<file path="src/rtl/pipe_ctrl_pkg.sv">
// Shared definitions for the pipeline hazard/stall controller.
//   DEF_REG_W   : default register index width
//   DEF_MC_LAT  : default multicycle EX occupancy in cycles
//   fetch_state_e : outstanding-fetch tracker states
package pipe_ctrl_pkg;

    localparam int unsigned DEF_REG_W  = 5;
    localparam int unsigned DEF_MC_LAT = 4;

    typedef enum logic [1:0] {
        FS_IDLE = 2'd0,
        FS_WAIT = 2'd1,
        FS_KILL = 2'd2
    } fetch_state_e;

endpackage

</file>
<file path="src/rtl/pipe_ctrl_fetch_tracker.sv">
// Tracks one outstanding instruction fetch so that a fetch issued before a
// redirect is dropped when its data finally returns.
//   clk, rst      : clock, synchronous active-high reset
//   ic_req        : IF issues a fetch this cycle
//   ic_ack        : fetch data valid this cycle
//   redirect_eff  : a redirect actually takes effect this cycle
//   state         : current tracker state
//   if_discard    : drop the fetch data acked this cycle
module pipe_ctrl_fetch_tracker
    import pipe_ctrl_pkg::*;
(
    input  logic         clk,
    input  logic         rst,
    input  logic         ic_req,
    input  logic         ic_ack,
    input  logic         redirect_eff,
    output fetch_state_e state,
    output logic         if_discard
);

    fetch_state_e state_nxt;

    // State register
    always_ff @(posedge clk) begin
        if (rst) begin
            state <= FS_IDLE;
        end else begin
            state <= state_nxt;
        end
    end

    // Next state and discard
    always_comb begin
        state_nxt  = state;
        if_discard = 1'b0;
        case (state)
            FS_IDLE: begin
                // A fetch issued in the redirect cycle targets the old path
                if (ic_req && !ic_ack) begin
                    state_nxt = redirect_eff ? FS_KILL : FS_WAIT;
                end
            end
            FS_WAIT: begin
                // An ack coinciding with a redirect is flushed by ifid_clear
                if (ic_ack) begin
                    state_nxt = FS_IDLE;
                end else if (redirect_eff) begin
                    state_nxt = FS_KILL;
                end
            end
            FS_KILL: begin
                if (ic_ack) begin
                    if_discard = !rst;
                    state_nxt  = FS_IDLE;
                end
            end
            default: state_nxt = FS_IDLE;
        endcase
    end

endmodule

</file>
<file path="src/rtl/pipe_ctrl.sv">
// Hazard and stall controller for the 5-stage pipeline. Produces hold/clear
// for each pipeline register boundary plus the PC hold, under the fixed
// priority mem-wait > multicycle > redirect > load-use > fetch-wait.
//   clk, rst                 : clock, synchronous active-high reset
//   ic_req, ic_ack           : instruction fetch request / data valid
//   dm_req, dm_ack           : MEM access pending / completes
//   id_rs1/2, id_rs1/2_en    : ID source indices and read enables
//   ex_load, ex_rd           : EX holds a load, EX destination
//   ex_mc                    : EX holds a multicycle op
//   ex_redirect              : EX resolved a taken branch/jump
//   pc_hold, *_hold, *_clear : pipeline control (combinational)
//   if_discard               : drop fetch data acked this cycle
//   mc_busy                  : multicycle counter active
module pipe_ctrl
    import pipe_ctrl_pkg::*;
#(
    parameter int unsigned REG_W  = DEF_REG_W,
    parameter int unsigned MC_LAT = DEF_MC_LAT
) (
    input  logic             clk,
    input  logic             rst,
    input  logic             ic_req,
    input  logic             ic_ack,
    input  logic             dm_req,
    input  logic             dm_ack,
    input  logic [REG_W-1:0] id_rs1,
    input  logic [REG_W-1:0] id_rs2,
    input  logic             id_rs1_en,
    input  logic             id_rs2_en,
    input  logic             ex_load,
    input  logic [REG_W-1:0] ex_rd,
    input  logic             ex_mc,
    input  logic             ex_redirect,
    output logic             pc_hold,
    output logic             ifid_hold,
    output logic             ifid_clear,
    output logic             idex_hold,
    output logic             idex_clear,
    output logic             exmem_hold,
    output logic             exmem_clear,
    output logic             memwb_hold,
    output logic             memwb_clear,
    output logic             if_discard,
    output logic             mc_busy
);

    localparam int unsigned MC_CNT_W = (MC_LAT > 1) ? $clog2(MC_LAT) : 1;
    localparam logic [MC_CNT_W-1:0] MC_LAST = MC_CNT_W'(MC_LAT - 1);

    logic [MC_CNT_W-1:0] mc_cnt;
    fetch_state_e        fstate;
    logic                mem_stall;
    logic                mc_stall;
    logic                lu_haz;
    logic                f_stall;
    logic                redirect_eff;
    logic                discard;

    // Hazard terms
    assign mem_stall    = dm_req && !dm_ack;
    assign mc_stall     = ex_mc && (mc_cnt != MC_LAST);
    assign lu_haz       = ex_load && (ex_rd != '0) &&
                          ((id_rs1_en && (id_rs1 == ex_rd)) ||
                           (id_rs2_en && (id_rs2 == ex_rd)));
    assign f_stall      = ((fstate == FS_WAIT) || (fstate == FS_KILL) || ic_req) && !ic_ack;
    // A redirect under a mem/multicycle stall is ignored; EX re-presents it
    assign redirect_eff = ex_redirect && !mem_stall && !mc_stall && !rst;

    // Multicycle occupancy counter; frozen while MEM stalls
    always_ff @(posedge clk) begin
        if (rst) begin
            mc_cnt <= '0;
        end else if (!mem_stall) begin
            if (mc_cnt == MC_LAST) begin
                mc_cnt <= '0;
            end else if (ex_mc) begin
                mc_cnt <= mc_cnt + MC_CNT_W'(1);
            end
        end
    end

    pipe_ctrl_fetch_tracker u_fetch_tracker (
        .clk          (clk),
        .rst          (rst),
        .ic_req       (ic_req),
        .ic_ack       (ic_ack),
        .redirect_eff (redirect_eff),
        .state        (fstate),
        .if_discard   (discard)
    );

    // Priority resolution; only the winning rule drives hold/clear
    always_comb begin
        pc_hold     = 1'b0;
        ifid_hold   = 1'b0;
        ifid_clear  = 1'b0;
        idex_hold   = 1'b0;
        idex_clear  = 1'b0;
        exmem_hold  = 1'b0;
        exmem_clear = 1'b0;
        memwb_hold  = 1'b0;
        memwb_clear = 1'b0;
        if_discard  = 1'b0;
        mc_busy     = 1'b0;
        if (rst) begin
            ifid_clear  = 1'b1;
            idex_clear  = 1'b1;
            exmem_clear = 1'b1;
            memwb_clear = 1'b1;
        end else begin
            mc_busy = (mc_cnt != '0);
            if (mem_stall) begin
                pc_hold     = 1'b1;
                ifid_hold   = 1'b1;
                idex_hold   = 1'b1;
                exmem_hold  = 1'b1;
                memwb_clear = 1'b1;
            end else if (mc_stall) begin
                pc_hold     = 1'b1;
                ifid_hold   = 1'b1;
                idex_hold   = 1'b1;
                exmem_clear = 1'b1;
            end else if (redirect_eff) begin
                ifid_clear = 1'b1;
                idex_clear = 1'b1;
            end else if (lu_haz) begin
                pc_hold    = 1'b1;
                ifid_hold  = 1'b1;
                idex_clear = 1'b1;
            end else if (f_stall) begin
                pc_hold    = 1'b1;
                ifid_clear = 1'b1;
            end
            // Redirect target already latched in PC; keep it until the stale fetch returns
            if (fstate == FS_KILL) begin
                pc_hold = 1'b1;
            end
            if (discard) begin
                if_discard = 1'b1;
                ifid_clear = 1'b1;
            end
        end
    end

endmodule

</file>
<file path="config.mk">
export PLATFORM = sky130hd
export DESIGN_NAME = pipe_ctrl
export DESIGN_NICKNAME = d
export VERILOG_FILES = /design/src/rtl/pipe_ctrl_pkg.sv /design/src/rtl/pipe_ctrl_fetch_tracker.sv /design/src/rtl/pipe_ctrl.sv
export SDC_FILE = /design/constraint.sdc
export NUM_CORES = 1
export LEC_CHECK = 0
export ABC_CLOCK_PERIOD_IN_PS = 1900
export CORE_MARGIN = 1.5
export CORE_UTILIZATION = 30
export DETAILED_ROUTE_END_ITERATION = 12
export GPL_ROUTABILITY_DRIVEN = 0
export PLACE_DENSITY = 0.73
export SLEW_MARGIN = 5
export SYNTH_ARGS = -nofsm -noshare
export SYNTH_HDL_FRONTEND = slang
export SYNTH_HIERARCHICAL = 1
export SYNTH_SLANG_ARGS = --single-unit
</file>
<file path="constraint.sdc">
create_clock -name clk -period 1.9 [get_ports clk]
set_clock_uncertainty 0.2 [all_clocks]
set_input_delay 0.38 -clock clk [delete_from_list [all_inputs] [get_ports clk]]
set_output_delay 0.38 -clock clk [all_outputs]
set_load 0.01 [all_outputs]
</file>
# After elaboration in Yosys (flattened, before gate mapping)
# Cells that the tools add are included.
dict set report word_totals {
  register_bits 4
  inputBits 26
  out_inout_bits 11
}
dict set report op_classes {
  bitwise 1
  muxes 43
  addsub 1
  n_eq_ne 9
  n_reduce_logical 25
}
# operator count
set ops {}
lappend ops {{two-way mux 1 bit} 35}
lappend ops {{two-way mux 2 bit} 7}
lappend ops {{logical AND 1 bit} 11}
lappend ops {{equality test 5 bit} 2}
lappend ops {{case mux 2 bit (3 select lines)} 1}
lappend ops {{logical NOT 1 bit} 5}
lappend ops {{nonzero test 5 bit} 1}
lappend ops {{equality test 2 bit (second input constant)} 2}
lappend ops {{inequality test 2 bit (second input constant)} 2}
lappend ops {{nonzero test 2 bit} 2}
lappend ops {{logical OR 1 bit} 3}
lappend ops {{inequality test 3 x 2 -> 1 bit (second input constant)} 1}
lappend ops {{AND reduction 3 bit} 1}
lappend ops {{adder 2 x 1 -> 2 bit (second input constant)} 1}
lappend ops {{equality test 2 x 1 -> 1 bit (second input constant)} 1}
lappend ops {{logical NOT 2 bit} 1}
lappend ops {{inequality test 2 x 1 -> 1 bit (second input constant)} 1}
lappend ops {{AND reduction 2 bit} 1}
lappend ops {{inverter 1 bit} 1}

# Longest topological paths before layout
# Gate-level depths: netlist (run 1).
dict set report logic_depth {
  ltp_word 11
  depth_mapped 6
  ltp_nobuf 6
}

# Hierarchy
# Netlist (run 1), hierarchy kept.
# mod n_inst cells_each area_each_um2 seq_area_each_um2
set by_module_without_submodules {}
lappend by_module_without_submodules {pipe_ctrl 1 60 409.1 40.0}
lappend by_module_without_submodules {pipe_ctrl_fetch_tracker 1 9 92.6 40.0}

# Worst setup path after synthesis (run 1)
# Ideal clock, no wire load.
dict set report synth_timing {
  path_type {input to output}
  startpoint {in ex_rd[1]}
  endpoint {out ifid_clear}
  required_time_ns 1.320
  arrival_ns 1.375
  path_slack_ns -0.055
  stages 4
  path_cell_list {or4_1 > o21a_1 > nand3_1 > o311a_1}
}
dict set report synth_between {
  elab_chain_len 10
  elab_cells_between_ends 14
  cone_classes {eq/ne (2); mux (6); reduce/logical (6)}
}
# item line_no
set synth_rtl {}
lappend synth_rtl {{start, declared} pipe_ctrl.sv:31} ;# input logic [REG_W-1:0] ex_rd,
lappend synth_rtl {{equality test 5 bit, on equally long branches} {pipe_ctrl.sv:63, pipe_ctrl.sv:64}}
lappend synth_rtl {{logical AND 1 bit, on equally long branches} {pipe_ctrl.sv:63, pipe_ctrl.sv:64}}
lappend synth_rtl {{logical OR 1 bit} pipe_ctrl.sv:63} ;# ((id_rs1_en && (id_rs1 == ex_rd)) ||
lappend synth_rtl {{logical AND 1 bit (*)} pipe_ctrl.sv:62} ;# assign lu_haz = ex_load && (ex_rd != '0) &&
lappend synth_rtl {{two-way mux 1 bit (*)} pipe_ctrl.sv:126} ;# end else if (lu_haz) begin
lappend synth_rtl {{two-way mux 1 bit (*)} pipe_ctrl.sv:123} ;# end else if (redirect_eff) begin
lappend synth_rtl {{two-way mux 1 bit (*)} pipe_ctrl.sv:118} ;# end else if (mc_stall) begin
lappend synth_rtl {{two-way mux 1 bit (*)} pipe_ctrl.sv:112} ;# if (mem_stall) begin
lappend synth_rtl {{two-way mux 1 bit (*)} pipe_ctrl.sv:138} ;# if (discard) begin
lappend synth_rtl {{two-way mux 1 bit (*)} pipe_ctrl.sv:105} ;# if (rst) begin
lappend synth_rtl {{end, declared} pipe_ctrl.sv:36} ;# output logic ifid_clear,
# Mark *: on every way between the ends. The rest lies on a longest branch, timed or not.

# Worst setup path in the final report (run 1)
dict set report layout_timing {
  startpoint {in ex_rd[2]}
  endpoint {out ifid_clear}
}
# The elaborated chain is that of the path after synthesis.

==> tab_implementation.tex, run 1 <==
\begin{tabular}{lr}
\hline
Metric & Value \\
\hline
\multicolumn{2}{l}{\textbf{Run status}} \\
Result of the run & finished with violations \\
Violated checks & negative setup slack \\
\multicolumn{2}{l}{\textbf{Clocking}} \\
Clock slew at the register clock pins of the worst setup and hold paths & approximately 0.040 ns \\
Number of buffers created by CTS & 3 \\
Clock latency at the later pin of the worst-skew pair & between 0.2 and 0.25 ns \\
Sink count of the clock tree & 4 \\
CTS tree & built \\
Clock tree root buffer cell & clkbuf\_4 \\
CTS hold repair buffers & 0 \\
CTS HTree Levels & 1 \\
Maximum buffer depth of the clock tree & 2 \\
\multicolumn{2}{l}{\textbf{Power}} \\
Worst-case vdd ir drop & around 310 µV \\
Ratio of total power to cell area & 383 mW/mm² \\
Leak Pwr & around 0.47 nW \\
Total Power & just under 400 µW \\
\multicolumn{2}{l}{\textbf{Critical path}} \\
Element type at the critical path start & primary input \\
Biggest fanout along the worst timing path & 4 \\
Slowest cell on crit path & or4\_4 \\
Cell family with the largest share of critical-path delay & simple AND/OR/NAND/NOR gates \\
Critical path capture point type & output pin \\
Reg2Reg Setup Slack & about 0.2 ns \\
Crit Path Class & in -> out \\
Delay of the slowest cell on the worst path & approximately 0.52 ns \\
Required arrival time at the worst endpoint & 1.32 ns \\
Worst endpoint data arrival time & 1.59 ns \\
Cell-by-cell trace of the critical path & buf\_8 -> or4\_4 -> o21a\_4 -> nand3\_1 -> o311a\_1 -> buf\_2 \\
Buffer and inverter count on the worst path & 2 \\
\multicolumn{2}{l}{\textbf{Yosys}} \\
Warnings from Yosys & 6 \\
Library cell with the largest summed area after synthesis & xnor2\_1 \\
Simple-gate share of the synthesized area & between 20 and 30\% \\
Proportion of synthesized chip area in sequential cells & roughly 16\% \\
Cells after synthesis & 69 \\
Top post-synthesis cells by area & xnor2\_1, dfxtp\_1, ha\_1, nor2\_1, a21oi\_1 \\
Synthesized cell area & around 500 µm² \\
Main combinational cell family by area after synthesis & simple AND/OR/NAND/NOR gates \\
Syn Nets & 98 \\
Distinct cells, synth & 30 \\
Avg Inst Size Synth & 7.27 µm² \\
FF+latch count, synth & 4 \\
Synth Flop Type & dfxtp\_1 \\
Cell with the most instances after synthesis & xnor2\_1 \\
FFs w/ async S/R, synth & 0\% \\
Top-area cell type share of the netlist area & between 10\% and 20\% \\
Post-synth top cells & xnor2\_1, nor2\_1, inv\_1 \\
Number of flops mapped to enable cells by yosys & 0 \\
Portion of netlist area occupied by mux cells & between 4 and 5\% \\
Xor-xnor portion of the synthesized cell area & approximately 17\% \\
Synthesized-area fraction occupied by adder cells & 7.48\% \\
Compound-Gate Fraction of Synth Area & between 10\% and 20\% \\
\multicolumn{2}{l}{\textbf{Detailed routing}} \\
Average wire length per cell after detail routing & 12.0 µm \\
Post-detailed-route via-to-cell ratio & approximately 4.8 \\
Detail Route Antenna Nets & 0 \\
Routed vias & between 600 and 700 \\
Detailed-route wire length on metal 1 & 760 µm \\
Top routing layer used & met4 \\
Detailed-route wire length & 1.66 mm \\
Count of routing violations after the opening detailed-route iteration & 11 \\
Wire length on met2 & 814 µm \\
Remaining design rule violation count & 0 \\
Met3 routed WL & 76 µm \\
DR pass1 iterations & 4 \\
\multicolumn{2}{l}{\textbf{Final layout}} \\
Post-route cell area & roughly 0.001 mm² \\
Share of cells above drive strength 1 & 43.4\% \\
Area of all sequential standard cells & around 83 µm² \\
ANT cells & 0 \\
Area occupied by multi-input gates & about 460 µm² \\
Filler cell count in the final layout & roughly 150 \\
Count of placed standard cells in the final layout, fillers left out & 138 \\
Layout-stage area growth over the synthesis result & 103\% \\
Final layout net count & roughly 150 \\
\multicolumn{2}{l}{\textbf{Floorplan}} \\
Number of primary I/O pins & 37 \\
Die extent in y & 43.9 µm \\
Chip width & 43.9 µm \\
Core area & 0.00154 mm² \\
Starting utilization of the core area & around a third \\
Standard-cell row count & 14 \\
Die footprint & roughly 0.0019 mm² \\
\multicolumn{2}{l}{\textbf{Global route}} \\
Aggregate global routing overflow & 0 \\
Maximum number of pins on one net before global-route repair & 13 \\
Initial antenna violation count & 0 \\
Vias in the first global route & 660 \\
Global-route wire length before repair & between 2 and 3 mm \\
Global router's overall resource usage & a little under a fifth \\
\multicolumn{2}{l}{\textbf{Flow run}} \\
Max-cap violations & 0 \\
\multicolumn{2}{l}{\textbf{Place}} \\
\# placed instances & 133 \\
Count of buffers inserted at the top-level ports & 35 \\
Post-DP Area & $\sim$970 µm² \\
Half-perimeter wire length of the detailed placement result & about 1.3 mm \\
\multicolumn{2}{l}{\textbf{Timing}} \\
Final count of negative-setup-slack endpoints & 4 \\
Final critical-path share of the clock period & 114\% \\
Worst hold slack & 0.349 ns \\
Highest attainable clock frequency & 0.461 GHz \\
Setup repair after global routing missed its margin & true \\
Number of hold violations in the final report & 0 \\
Final Slew Violations & 0 \\
Worst Setup Slack, final & -0.270 ns \\
Summed negative setup slack over all endpoints & -0.988 ns \\
Post-route minimum period & about 2.2 ns \\
\multicolumn{2}{l}{\textbf{Min path}} \\
Worst hold path type & in -> reg \\
\hline
\end{tabular}
sequential cells by signal, summed over array words and instances, names as in the netlist:
name                   cells
mc_cnt                     2
u_fetch_tracker/state      2
metrics by stage:
stage               setup slack, ns  util, %
floorplan                   -0.0477        -
global placement              -1.05     63.1
detailed placement            -1.08     63.1
CTS                          -0.296     63.1
global route                 -0.341     66.1
finish                       -0.270     66.1
report_power, final:
| group | internal (mW) | switching [mW] |
|---|---|---|
| Sequential | 0.0895 | 0.00432 |
| Clock | 0.0708 | 0.0368 |
| Combinational | 0.109 | 0.0794 |
area by class of cell:
cell class                 count  share of cell area, %
clock buffer                   3                   2.21
sequential                     4                   8.11
inverter                       5                   1.84
multi-input combinational     58                   45.5
timing repair buffer          52                   40.4
tap                           16                   1.97
cell usage in the layout (no fill, tap or decap), drive strengths merged:
master,Yosys,layout
or4,1,1
mux2,1,1
buf,1,29
o21a,2,2
nand2b,3,3
nor2b,1,1
o21ai,4,4
nand3b,1,1
o311a,1,1
dfxtp,4,4
dlygate4sd2,0,9
nand4,2,2
o22ai,3,3
nor2,9,9
or2,1,1
xnor2,10,10
inv,5,5
a21oi,4,4
clkbuf,1,8
clkdlybuf4s50,0,4
nor3b,1,1
and4bb,1,1
clkdlybuf4s15,0,4
nor3,2,2
ha,3,3
dlymetal6s2s,0,1
nand3,1,1
mux2i,1,1
or3,1,1
nand2,3,3
o21bai,1,1
conb,1,1
what timing repair did:
action                                  CTS  global route
endpoints found under the setup margin   11             6
resized for setup                        77            26
pin swaps                                24            19
setup buffers                             2             0
gates cloned                              0             0
layer usage:
metal / up-vias / GRT usage, %
met2: 20 / 31.2
met3: 2 / 4.17
met4: 0 / 3.64
met5: - / 0
met1: 298 / 23.0
li1: 348 / -
kinds of logic after synthesis:
| family | count (synthesis) |
|---|---|
| AND/OR/NAND/NOR | 27 |
| AO/OA/AOI/OAI | 15 |
| XOR/XNOR | 10 |
| buffers and inverters | 7 |
| flip-flops | 4 |
| adder cells (fa/ha/maj) | 3 |
| multiplexers | 2 |
| other | 1 |
final timing paths:
check                           cells after the start                        to                     start
worst max-delay path                                6                ifid_clear                  ex_rd[2]
worst min-delay path                                3  u_fetch_tracker/state[1]                    ic_ack
worst max register to register                      7  u_fetch_tracker/state[1]                 mc_cnt[1]
worst min register to register                      2  u_fetch_tracker/state[0]  u_fetch_tracker/state[1]
worst reg2reg max path, cell delays in order, from the launching register on:
cell and delay, ns:
dfxtp_2 0.35, ha_4 0.14, o21ai_0 0.10, buf_4 0.15, nor3b_1 0.22, o21ai_1 0.10, mux2_2 0.27, nor3_2 0.09
Note: power is estimated with default switching activity, not from simulation.
==> run 2, diff against run 1 <==
--- a/config.mk
+++ b/config.mk
@@ -5,12 +5,12 @@
 export SDC_FILE = /design/constraint.sdc
 export NUM_CORES = 1
 export LEC_CHECK = 0
-export ABC_CLOCK_PERIOD_IN_PS = 1900
+export ABC_CLOCK_PERIOD_IN_PS = 2300
 export CORE_MARGIN = 1.5
-export CORE_UTILIZATION = 30
+export CORE_UTILIZATION = 33
 export DETAILED_ROUTE_END_ITERATION = 12
 export GPL_ROUTABILITY_DRIVEN = 0
-export PLACE_DENSITY = 0.73
+export PLACE_DENSITY = 0.76
 export SLEW_MARGIN = 5
 export SYNTH_ARGS = -nofsm -noshare
 export SYNTH_HDL_FRONTEND = slang
==> constraint.sdc (replaced) <==
create_clock -name clk -period 2.3 [get_ports clk]
set_clock_uncertainty 0.2 [all_clocks]
set_input_delay 0.46 -clock clk [delete_from_list [all_inputs] [get_ports clk]]
set_output_delay 0.46 -clock clk [all_outputs]
set_load 0.01 [all_outputs]
==> tab_implementation.tex, run 2 (same netlist as run 1, synthesis figures left out) <==
\begin{tabular}{lr}
\hline
Metric & Value \\
\hline
\multicolumn{2}{l}{\textbf{Global route}} \\
Global router's overall resource usage & 18.5\% (was 18.1\%) \\
Initial antenna violation count & 0 (unchanged) \\
Aggregate global routing overflow & 0 (unchanged) \\
Global-route wire length before repair & 2.56 mm (was 2.68 mm) \\
Maximum number of pins on one net before global-route repair & 10 (was 13) \\
Vias in the first global route & 593 (was 660) \\
\multicolumn{2}{l}{\textbf{Clocking}} \\
Clock slew at the register clock pins of the worst setup and hold paths & 0.03 ns (was 0.04 ns) \\
CTS HTree Levels & 1 (unchanged) \\
CTS hold repair buffers & 0 (unchanged) \\
Clock latency at the later pin of the worst-skew pair & 0.23 ns (was 0.24 ns) \\
Sink count of the clock tree & 4 (unchanged) \\
CTS tree & built (unchanged) \\
Number of buffers created by CTS & 3 (unchanged) \\
Maximum buffer depth of the clock tree & 2 (unchanged) \\
Clock tree root buffer cell & clkbuf\_4 (unchanged) \\
\multicolumn{2}{l}{\textbf{Final layout}} \\
Most common cell after layout, fill and taps aside & dlygate4sd2\_1 (was buf\_4) \\
Post-Route Utilization & 71.0\% (was 66.1\%) \\
Commonest cells after routing, fill and taps aside & dlygate4sd2\_1, xnor2\_1, nor2\_1, buf\_4 (was buf\_4, buf\_2, xnor2\_1, dlygate4sd2\_1, nor2\_1) \\
Final layout net count & 146 (was 153) \\
ANT cells & 0 (unchanged) \\
Layout-stage area growth over the synthesis result & 93.3\% (was 103\%) \\
Area occupied by multi-input gates & 444 µm² (was 463 µm²) \\
Post-route cell area & 970 µm² (was 0.00102 mm²) \\
Share of cells above drive strength 1 & 30.4\% (was 43.4\%) \\
Filler cell count in the final layout & 124 (was 153) \\
Top Registers & mc\_cnt x2, u\_fetch\_tracker/state x2 (unchanged) \\
Area of all sequential standard cells & 80.1 µm² (was 82.6 µm²) \\
\multicolumn{2}{l}{\textbf{Floorplan}} \\
Core area & 0.00137 mm² (was 0.00154 mm²) \\
Die footprint & 0.00176 mm² (was 0.00193 mm²) \\
Chip width & 42.0 µm (was 43.9 µm) \\
Standard-cell row count & 13 (was 14) \\
Die extent in y & 42.0 µm (was 43.9 µm) \\
Number of primary I/O pins & 37 (unchanged) \\
Starting utilization of the core area & 36.7\% (was 32.5\%) \\
\multicolumn{2}{l}{\textbf{Critical path}} \\
Critical path capture point type & output pin (unchanged) \\
Slowest cell on crit path & or4\_4 (unchanged) \\
Required arrival time at the worst endpoint & 1.64 ns (was 1.32 ns) \\
Element type at the critical path start & primary input (unchanged) \\
Cell-by-cell trace of the critical path & buf\_8 -> or4\_4 -> o21a\_4 -> a21oi\_2 -> o22ai\_1 -> buf\_2 (was buf\_8 -> or4\_4 -> o21a\_4 -> nand3\_1 -> o311a\_1 -> buf\_2) \\
Biggest fanout along the worst timing path & 4 (unchanged) \\
Crit Path Class & in -> out (unchanged) \\
Cell family with the largest share of critical-path delay & simple AND/OR/NAND/NOR gates (unchanged) \\
Worst endpoint data arrival time & 1.66 ns (was 1.59 ns) \\
Delay of the slowest cell on the worst path & 0.52 ns (about the same) \\
Buffer and inverter count on the worst path & 2 (unchanged) \\
\multicolumn{2}{l}{\textbf{Detailed routing}} \\
Met3 routed WL & 109 µm (was 76 µm) \\
DR pass1 iterations & 3 (was 4) \\
Routed vias & 647 (was 668) \\
Top routing layer used & met4 (unchanged) \\
Count of routing violations after the opening detailed-route iteration & 7 (was 11) \\
Detailed-route wire length on metal 1 & 705 µm (was 760 µm) \\
Post-detailed-route via-to-cell ratio & 4.98 (was 4.84) \\
Detail Route Antenna Nets & 0 (unchanged) \\
Detailed-route wire length & 1.68 mm (was 1.66 mm) \\
Remaining design rule violation count & 0 (unchanged) \\
Average wire length per cell after detail routing & 13.0 µm (was 12.0 µm) \\
Wire length on met2 & 856 µm (was 814 µm) \\
\multicolumn{2}{l}{\textbf{Power}} \\
Share of power burned in the clock network & 27.6\% (about the same) \\
Sequential group share of total power & 24.4\% (was 24.1\%) \\
Internal & 216 µW (was 270 µW) \\
Total Power & 311 µW (was 390 µW) \\
Worst-case vdd ir drop & 285 µV (was 306 µV) \\
Ratio of total power to cell area & 321 mW/mm² (was 383 mW/mm²) \\
Sw power & 95.1 µW (was 121 µW) \\
Switching part of the total power & 30.5\% (was 30.9\%) \\
Relative contribution of combinational cells to total power & 47.9\% (was 48.4\%) \\
Leak Pwr & 0.447 nW (was 0.473 nW) \\
\multicolumn{2}{l}{\textbf{Timing}} \\
Post-route minimum period & 2.32 ns \\
Final count of negative-setup-slack endpoints & 3 (was 4) \\
Highest attainable clock frequency & 0.432 GHz \\
Worst Setup Slack, final & -0.0166 ns (was -0.270 ns) \\
Setup repair after global routing missed its margin & true (unchanged) \\
Worst hold slack & 0.277 ns (was 0.349 ns) \\
Final Slew Violations & 0 (unchanged) \\
Number of hold violations in the final report & 0 (unchanged) \\
Final critical-path share of the clock period & 101\% \\
\multicolumn{2}{l}{\textbf{Place}} \\
Count of buffers inserted at the top-level ports & 35 (unchanged) \\
Half-perimeter wire length of the detailed placement result & 1.25 mm (was 1.28 mm) \\
Post-DP Area & 920 µm² (was 973 µm²) \\
\multicolumn{2}{l}{\textbf{Run status}} \\
Violated checks & negative setup slack (unchanged) \\
Result of the run & finished with violations (unchanged) \\
\multicolumn{2}{l}{\textbf{Min path}} \\
Worst hold path type & reg -> reg (was in -> reg) \\
\multicolumn{2}{l}{\textbf{Flow run}} \\
Max-cap violations & 0 (unchanged) \\
\hline
\end{tabular}
[run 2: cell count changes in the layout (fill, tap and decap cells not counted), sizes merged]
cell / previous run / this run
buf: 29 / 18
dlygate4sd2: 9 / 12
clkdlybuf4s15: 4 / 6
clkdlybuf4s50: 4 / 5
dlymetal6s2s: 1 / 2
clkbuf: 8 / 5
[run 2: path summary, 6_finish.rpt]
check | startpoint | endpoint | slack, ns | cells past startpoint
max | ex_rd[2] | pc_hold | -0.02 | 6
min reg2reg | u_fetch_tracker/state[1] | u_fetch_tracker/state[0] | 0.28 | 1
min | u_fetch_tracker/state[1] | u_fetch_tracker/state[0] | 0.28 | 1
max reg2reg | mc_cnt[1] | u_fetch_tracker/state[1] | 0.56 | 6
[run 2: what timing repair did]
| item | 4_1_cts | 5_1_grt |
|---|---|---|
| endpoints found under the setup margin | 10 | 5 |
| setup buffers | 2 | 0 |
| pin swaps | 18 | 15 |
| gates resized for setup | 66 | 15 |
[run 2: metrics by stage]
| stage | setup WS (ns) | TNS, ns | cells |
|---|---|---|---|
| 4_1_cts | -0.0432 | -0.0828 | 130 |
| 3_3_place_gp | -0.817 | -4.32 | 125 |
| 5_1_grt | -0.0860 | -0.256 | 130 |
| 3_5_place_dp | -0.826 | -4.39 | 125 |
| 2_1_floorplan | 0.185 | 0 | 69 |
| 6_report | -0.0166 | -0.0296 | 130 |
[run 2: per-layer routing]
metal | global-route usage [%] | vias up
met1 | 23.3 | 293
li1 | - | 331
met3 | 6.47 | 2
met2 | 30.3 | 21
met5 | 0 | -
met4 | 3.87 | 0
[run 2: cell type report]
class	instances	area share, %
Multi-Input combinational cell	58	45.8
Timing Repair Buffer	45	39.7
Sequential cell	4	8.26
Clock buffer	3	2.32
Inverter	5	1.94
Tap cell	15	1.94
[run 2: power by group through the flow]
stage | combinational (mW) | clock (mW) | sequential (mW)
5_1_grt | 0.163 | 0.0971 | 0.0766
4_1_cts | 0.142 | 0.0897 | 0.0761
3_5_place_dp | 0.151 | 0 | 0.0771
3_3_place_gp | 0.147 | 0 | 0.0770
2_1_floorplan | 0.0601 | 0 | 0.0771
6_report | 0.149 | 0.0860 | 0.0761
